**src/rtl/uart_rx_fifo.sv**
```systemverilog
// uart_rx_fifo: receive FIFO between a UART receiver and a register block.
//
// Ports
//   iClk      single clock for all logic
//   iRstN     asynchronous active-low reset; release is synchronised to iClk
//   iData     received byte, qualified by iValid
//   iValid    one-cycle push strobe
//   iTaken    one-cycle pop strobe
//   iFlush    synchronous clear of FIFO contents (overrides push/pop)
//   iClrErr   clears the sticky overrun flag
//   oData     byte at FIFO head (first-word-fall-through), 0 while empty
//   oValid    FIFO non-empty
//   oLevel    fill count, 0..DEPTH
//   oTrigger  oLevel >= TRIGGER
//   oTimeout  FIFO non-empty and idle for TIMEOUT cycles
//   oOverrun  sticky: a byte was dropped because the FIFO was full
module uart_rx_fifo #(
    parameter int DEPTH   = 16,
    parameter int TRIGGER = 8,
    parameter int TIMEOUT = 14000
) (
    input  logic                       iClk,
    input  logic                       iRstN,
    input  logic [7:0]                 iData,
    input  logic                       iValid,
    output logic [7:0]                 oData,
    output logic                       oValid,
    input  logic                       iTaken,
    input  logic                       iFlush,
    input  logic                       iClrErr,
    output logic [$clog2(DEPTH):0]     oLevel,
    output logic                       oTrigger,
    output logic                       oTimeout,
    output logic                       oOverrun
);
    localparam int AW = $clog2(DEPTH);
    localparam int CW = AW + 1;
    localparam int IW = $clog2(TIMEOUT + 1);

    logic [7:0]    mem [DEPTH];
    logic [AW-1:0] wrPtr, rdPtr;
    logic [CW-1:0] count, countNext;
    logic [IW-1:0] idleCnt, idleNext;
    logic [1:0]    rstSync;
    logic          ready, full, push, pop, overflow, overrun;

    // Two-stage release synchroniser; strobes are ignored until it has filled.
    always_ff @(posedge iClk or negedge iRstN)
        if (!iRstN) rstSync <= '0;
        else        rstSync <= {rstSync[0], 1'b1};

    always_comb begin
        ready     = rstSync[1];
        full      = count == CW'(DEPTH);
        pop       = ready && iTaken && count != '0;
        // A full FIFO still accepts a byte when a pop frees a slot the same cycle.
        push      = ready && iValid && (!full || pop);
        overflow  = ready && iValid && !push && !iFlush;
        countNext = iFlush ? '0 : count + CW'(push) - CW'(pop);
        idleNext  = (iFlush || push || pop || count == '0) ? '0 :
                    (idleCnt == IW'(TIMEOUT)) ? idleCnt : idleCnt + IW'(1);
    end

    always_ff @(posedge iClk or negedge iRstN)
        if (!iRstN) begin
            wrPtr   <= '0;
            rdPtr   <= '0;
            count   <= '0;
            idleCnt <= '0;
            overrun <= 1'b0;
        end else begin
            if (iFlush) begin
                wrPtr <= '0;
                rdPtr <= '0;
            end else begin
                if (push) wrPtr <= wrPtr + AW'(1);
                if (pop)  rdPtr <= rdPtr + AW'(1);
            end
            count   <= countNext;
            idleCnt <= idleNext;
            // A fresh overrun wins over a same-cycle clear.
            overrun <= overflow || (overrun && !iClrErr);
        end

    always_ff @(posedge iClk)
        if (push && !iFlush) mem[wrPtr] <= iData;

    always_comb begin
        oValid   = count != '0;
        oData    = oValid ? mem[rdPtr] : 8'h00;
        oLevel   = count;
        oTrigger = count >= CW'(TRIGGER);
        oTimeout = oValid && idleCnt == IW'(TIMEOUT);
        oOverrun = overrun;
    end
endmodule

```
**config.mk**
```make
export PLATFORM = sky130hd
export DESIGN_NAME = uart_rx_fifo
export DESIGN_NICKNAME = d
export VERILOG_FILES = /design/src/rtl/uart_rx_fifo.sv
export SDC_FILE = /design/constraint.sdc
export NUM_CORES = 1
export LEC_CHECK = 0
export ABC_AREA = 1
export CORE_UTILIZATION = 40
export CTS_CLUSTER_DIAMETER = 30
export DETAILED_ROUTE_END_ITERATION = 16
export PLACE_DENSITY = 0.68
export SYNTH_ARGS = -nofsm -noshare
export SYNTH_HDL_FRONTEND = slang
export SYNTH_SLANG_ARGS = --single-unit
```
**constraint.sdc**
```tcl
create_clock -name iClk -period 3 [get_ports iClk]
set_input_delay 0.75 -clock iClk [delete_from_list [all_inputs] [get_ports iClk]]
set_output_delay 0.75 -clock iClk [all_outputs]
set_load 0.02 [all_outputs]
```
==> results of run 1 <==
==> worst max-delay path, cell delays in order (launching register included) <==
cell and delay [ns]:
dfrtp_1 0.34, clkinv_1 0.48, nand3_1 0.31, nand2_1 0.08
nand2_1 0.13, a21oi_1 0.08, dlygate4sd2_1 0.32
==> cell families (layout without fill, tap and decap cells) <==
| kind of cell | count (synthesis) | after routing |
|---|---|---|
| buf+inv | 64 | 132 |
| fa+ha+maj | 14 | 14 |
| other cells | 1 | 1 |
| flops | 158 | 158 |
| simple gates | 378 | 378 |
| compound gates | 29 | 29 |
| xor+xnor | 11 | 11 |
==> stage by stage <==
stage	utilization (%)	hold WS, ns	setup WS, ns
after floorplan	-	0.3312	0.4054
after global placement	45.58	0.3340	0.07421
after detailed placement	45.58	0.3490	0.04617
after CTS	48.94	0.3627	0.04490
after global routing	48.88	0.3665	0.0007336
final	48.88	0.3587	0.07725
==> registers in the layout, summed over array words and instances (netlist names) <==
register	cells
oLevel	5
mem	128
rdPtr	4
wrPtr	4
rstSync	2
oOverrun	1
idleCnt	14
==> timing repair <==
| item | CTS | global route |
|---|---|---|
| pin swaps | 0 | 0 |
| resized for setup | 12 | 8 |
| endpoints found under the setup margin | 9 | 5 |
==> where the power goes <==
part	internal (mW)	switching [mW]	leakage, nW
sequential	2.43	0.0425	1.56
clock	1.26	0.787	0.269
combinational	0.420	0.764	1.32
==> final cells by class <==
cell class / count / area [sq um] / share of cell area (%)
Tap cell: 220 / 275.3 / 3.360
Sequential cell: 158 / 4596 / 56.09
Timing Repair Buffer: 63 / 556.8 / 6.796
Multi-Input combinational cell: 433 / 2057 / 25.11
Inverter: 37 / 143.9 / 1.756
Clock inverter: 7 / 88.84 / 1.084
Clock buffer: 25 / 475.5 / 5.803
==> per-layer routing <==
metal | vias up | track usage [%] | wire (um)
li1 | 2340 | - | -
met1 | 2322 | 24.45 | 6768
met2 | 160 | 30.82 | 7540
met3 | 37 | 3.995 | 835
met4 | 0 | 9.280 | 526
met5 | - | 0 | 0
==> worst min-delay path by stage <==
stage | endpoint | slack, ns | cells past startpoint
floorplan | rstSync[1]$_DFF_PN0_ | 0.33 | 0
global placement | rstSync[1]$_DFF_PN0_ | 0.33 | 0
detailed placement | rstSync[1]$_DFF_PN0_ | 0.35 | 0
CTS | rstSync[1]$_DFF_PN0_ | 0.36 | 0
global route | rstSync[1]$_DFF_PN0_ | 0.37 | 0
finish | rstSync[1]$_DFF_PN0_ | 0.36 | 0
==> synth_stat cells, types with 9 or more instances <==
library cell / count
o21ai_0: 11
edfxtp_1: 128
nor2_1: 47
nand3_1: 113
ha_1: 13
buf_2: 14
dfrtp_1: 30
xor2_1: 11
nor3_1: 9
a21oi_1: 13
inv_1: 32
nand2_1: 201
==> flow_metrics.py, run 1 <==
metrics = {
    "drt": {
        "wirelength_um": 15670,
        "drt_iter0_drc": 362,
        "firstDrtPassIters": 5,
        "avgRoutedWirePerCell_um": 16.62,
        "routed_via_density": 5.153,
        "drcViolationCount": 0,
        "via_count": 4859,
        "ant_nets": 0,
    },
    "synth": {
        "ys_types": 31,
        "synth_xor_area_share_pct": 1.390,
        "synth-simple-area-share_pct": 23.18,
        "synthFlopType": "edfxtp_1",
        "synth_fa_ha_area_share_pct": 2.635,
        "synth_edf_count": 128,
        "synth_area_per_cell_sq_um": 10.58,
        "yosys.area.top_type_share_pct": 55.45,
        "async_flop_share_pct": 18.99,
        "synth_top_family_by_area": "simple AND/OR/NAND/NOR gates",
        "synth_compound_area_share_pct": 2.419,
        "ys_seq_area_share_pct": 66.28,
        "syn-cell-area_sq_um": 6932,
        "synth_area_leaders": "edfxtp_1 (55%), nand2_1 (11%), dfrtp_1 (11%)",
        "ys_ff_latch": 158,
        "synthesis.nets": 683,
        "yosysWarnings": 0,
        "synth.largest_area_cell": "edfxtp_1",
        "syn_inst": 655,
        "yosys-mux-area-fraction_pct": 0,
    },
    "place": {
        "portBuffers": 30,
        "postPlaceCellArea_sq_um": 7640,
        "hpwl_um": 10340,
        "dp_cells": 911,
        "gp_congestion": 0.8536,
    },
    "clocking": {
        "cts_hold_buf": 0,
        "post-cts-setup-buffers": 0,
        "clockBufferDepth": 2,
        "cts-root-buf": "clkbuf_16",
        "numCtsBuffers": 17,
        "insertion_delay_ns": 0.42,
        "h-tree-depth": 4,
        "clk_pin_slew_ns": 0.06,
        "cts_tree": "done",
        "clock_sinks": 158,
    },
    "setup_path": {
        "crit_path_start_kind": "flip-flop",
        "ff2ff_path_depth": 11,
        "path_class": "flip-flop to output port",
        "r2r_start": "oLevel[2]$_DFF_PN0_",
        "crit_start": "rdPtr[2]$_DFFE_PN0P_",
        "cp_data_arrival_time_ns": 2.17,
        "crit_fanout": 17,
        "endpoint_kind": "output port",
        "cp.required_ns": 2.25,
        "r2r_slack_ns": 0.62,
        "reg2reg_to": "oLevel[4]$_DFF_PN0_",
        "crit_end": "oData[0]",
    },
    "sta": {
        "hold_viol": 0,
        "finalSetupViolCount": 0,
        "drv_slew": 0,
        "max_freq_mhz": 342.1,
        "slew_headroom_pct": 47.52,
        "finalClockSkew_ns": 0.006235,
        "layout_min_cycle_time_ns": 2.923,
        "fin_setup_tns_ns": 0,
        "worst_pin_slew_ns": 0.7847,
        "post-route-period-util_pct": 97.43,
        "rsz0062_at_grt": "false",
    },
    "floorplan": {
        "fp.dieH_um": 133.6,
        "dieArea_sq_um": 17860,
        "die-width_um": 133.6,
        "start_util_pct": 41.36,
        "core-area_sq_um": 16760,
        "ioPinCount": 31,
        "rows": 47,
    },
    "global_routing": {
        "grt_max_degree": 43,
        "grt_use_total_pct": 19.07,
        "grt_pass1_wl_um": 25550,
        "grt_overflow": 0,
        "grt_pass1_vias": 4922,
        "antenna_found_initial": 0,
    },
    "pwr": {
        "powerDensity_nw_per_um2": 695.8,
        "ir_drop_uv": 337.9,
        "finalPower_mw": 5.701,
        "p_leak_nw": 3.144,
    },
    "cells_and_area": {
        "antenna_cells": 0,
        "fillers": 1488,
        "drive_gt1_share_pct": 9.959,
        "finalNonFillerCells": 943,
        "num-nets-final": 738,
        "syn_to_final_growth_pct": 18.19,
        "layout_common_cells": "nand2_1 (201), edfxtp_1 (128), nand3_1 (113), nor2_1 (47), inv_1 (32)",
        "post-route-cell-area_sq_um": 8193,
        "final_common_cell": "nand2_1",
    },
    "job": {
        "cap_violations": 0,
    },
    "hold_path": {
        "hp-class": "flip-flop to flip-flop",
        "hp-start": "rstSync[0]$_DFF_PN0_",
    },
    "status": {
        "status": "finished clean",
    },
}
No activity file was read; power rests on OpenSTA's default activity.
==> inputs of run 2 (changes only) <==
Settings changed: CAP_MARGIN from default to 20, CORE_MARGIN from default to 4.
==> run 2 against run 1 <==
Effect of this change:
- die area rose by 9.2%
- worst hold slack got worse by 0.0037 ns
- routed wire length fell by 0.63%
==> flow_metrics.py, run 2 (synthesized netlist as in run 1, its figures left out) <==
metrics = {
    "cells_and_area": {
        "num-nets-final": 736,
        "drive_gt1_share_pct": 10.54,
        "largest_reg_flops": 128,
        "fillers": 1469,
        "seq_area_sq_um": 4596,
        "layout_common_cells": "nand2_1 (201), edfxtp_1 (128), nand3_1 (113), nor2_1 (47), inv_1 (32)",
        "multi_input_comb_area_sq_um": 2057,
        "final_common_cell": "nand2_1",
        "antenna_cells": 0,
        "finalNonFillerCells": 941,
        "largest-register": "mem",
        "utilization_pct": 49.02,
        "syn_to_final_growth_pct": 18.52,
    },
    "sta": {
        "rsz0062_at_grt": "false",
        "finalSetupViolCount": 0,
        "fin_ws_ns": 0.1135,
        "layout_min_cycle_time_ns": 2.887,
        "worst_pin_slew_ns": 0.7372,
        "fin_setup_tns_ns": 0,
        "finalClockSkew_ns": 0.008705,
        "post-route-period-util_pct": 96.22,
        "hold_viol": 0,
        "drv_slew": 0,
        "max_freq_mhz": 346.4,
        "slew_headroom_pct": 50.70,
    },
    "global_routing": {
        "met3_usage_pct": 3.465,
        "grt_pass1_vias": 4701,
        "grt_use_total_pct": 16.29,
        "antenna_found_initial": 0,
        "grt-busiest-layer": "met2",
        "grt_max_degree": 39,
        "grt_pass1_wl_um": 24740,
        "grt_overflow": 0,
        "use_met2_pct": 26.06,
        "globalRouteMet1Util_pct": 21.56,
    },
    "status": {
        "status": "finished clean",
    },
    "setup_path": {
        "crit_fanout": 38,
        "cp.required_ns": 2.25,
        "r2r_slack_ns": 0.60,
        "crit_path_start_kind": "flip-flop",
        "ff2ff_path_depth": 11,
        "endpoint_kind": "output port",
        "path_class": "flip-flop to output port",
        "cp_data_arrival_time_ns": 2.14,
    },
    "clocking": {
        "clockBufferDepth": 2,
        "clk_pin_slew_ns": 0.06,
        "clock_sinks": 158,
        "h-tree-depth": 4,
        "post-cts-setup-buffers": 0,
        "cts-root-buf": "clkbuf_16",
        "numCtsBuffers": 17,
        "insertion_delay_ns": 0.42,
        "cts_tree": "done",
    },
    "hold_path": {
        "hold_depth": 0,
        "hp-class": "flip-flop to flip-flop",
    },
    "pwr": {
        "p_leak_nw": 3.148,
        "ir_drop_uv": 465.8,
        "powerDensity_nw_per_um2": 707.4,
        "finalPower_mw": 5.812,
    },
    "drt": {
        "wirelength_um": 15570,
        "drt_iter0_drc": 355,
        "avgRoutedWirePerCell_um": 16.55,
        "routed_via_density": 5.162,
        "via_count": 4857,
        "ant_nets": 0,
        "drcViolationCount": 0,
        "firstDrtPassIters": 4,
    },
    "floorplan": {
        "rows": 47,
        "start_util_pct": 41.36,
        "die-width_um": 139.6,
        "core-area_sq_um": 16760,
        "fp.dieH_um": 139.6,
        "dieArea_sq_um": 19500,
        "ioPinCount": 31,
    },
    "place": {
        "portBuffers": 30,
        "preCtsSetupSlack_ns": 0.04976,
        "gp_congestion": 0.8413,
        "hpwl_um": 10230,
        "dp_cells": 909,
    },
    "job": {
        "cap_violations": 0,
    },
}
-- run 2: cell count changes in the layout (fill, tap and decap cells not counted), sizes merged --
cell           before  now
inv                34   36
bufinv              2    3
clkinvlp            2    3
clkinv              6    7
buf                33   31
clkbuf             28   24
clkdlybuf4s15       2    1
-- run 2: path summary, 6_finish.rpt --
kind	to	startpoint
hold / removal	rstSync[1]$_DFF_PN0_	rstSync[0]$_DFF_PN0_
max in group asynchronous	idleCnt[10]$_DFFE_PN0P_	iRstN
min in group asynchronous	rdPtr[0]$_DFFE_PN0P_	iRstN
setup reg to reg	oLevel[4]$_DFF_PN0_	oLevel[2]$_DFF_PN0_
hold reg to reg	rstSync[1]$_DFF_PN0_	rstSync[0]$_DFF_PN0_
setup / recovery	oData[0]	rdPtr[0]$_DFFE_PN0P_
-- run 2: cell type report --
class | instances | share of cell area (%)
repair buffers | 61 | 6.579
well taps | 220 | 3.351
clock inverters | 12 | 1.980
clock buffers | 20 | 5.315
inverters | 37 | 1.797
multi-input cells | 433 | 25.04
flip-flops and latches | 158 | 55.94
-- run 2: critical path, cell delays in order, from the launching register on --
cell and delay [ns]:
dfrtp_2 0.43, inv_2 0.11, buf_12 0.21, nand2_1 0.10
nand3_1 0.08, nand3_1 0.12, nand2_1 0.09, nand2_1 0.07
a21oi_1 0.14, dlygate4sd2_1 0.34
-- run 2: power by group --
| part | internal [mW] | switching [mW] | leakage [nW] |
|---|---|---|---|
| clock | 1.32 | 0.839 | 0.285 |
| combinational | 0.417 | 0.775 | 1.31 |
| sequential | 2.43 | 0.0395 | 1.56 |
| total | 4.16 | 1.65 | 3.15 |
-- run 2: timing repair --
item | 4_1_cts | 5_1_grt
hold buffers | 0 | 0
gates resized for setup | 13 | 10
setup endpoints to repair | 9 | 6
cloned | 0 | 0
-- run 2: routing by layer --
layer / vias up / part of all wire [%]
li1: 2332 / -
met1: 2331 / 43
met2: 167 / 49
met3: 27 / 5.7
met4: 0 / 2.5
met5: - / 0
-- run 2: stage by stage --
stage | area, sq um | hold slack, ns
after global placement | 7625 | 0.3323
after CTS | 8225 | 0.3591
after global routing | 8215 | 0.3664
after floorplan | 6932 | 0.3312
after detailed placement | 7625 | 0.3457
final | 8215 | 0.3550
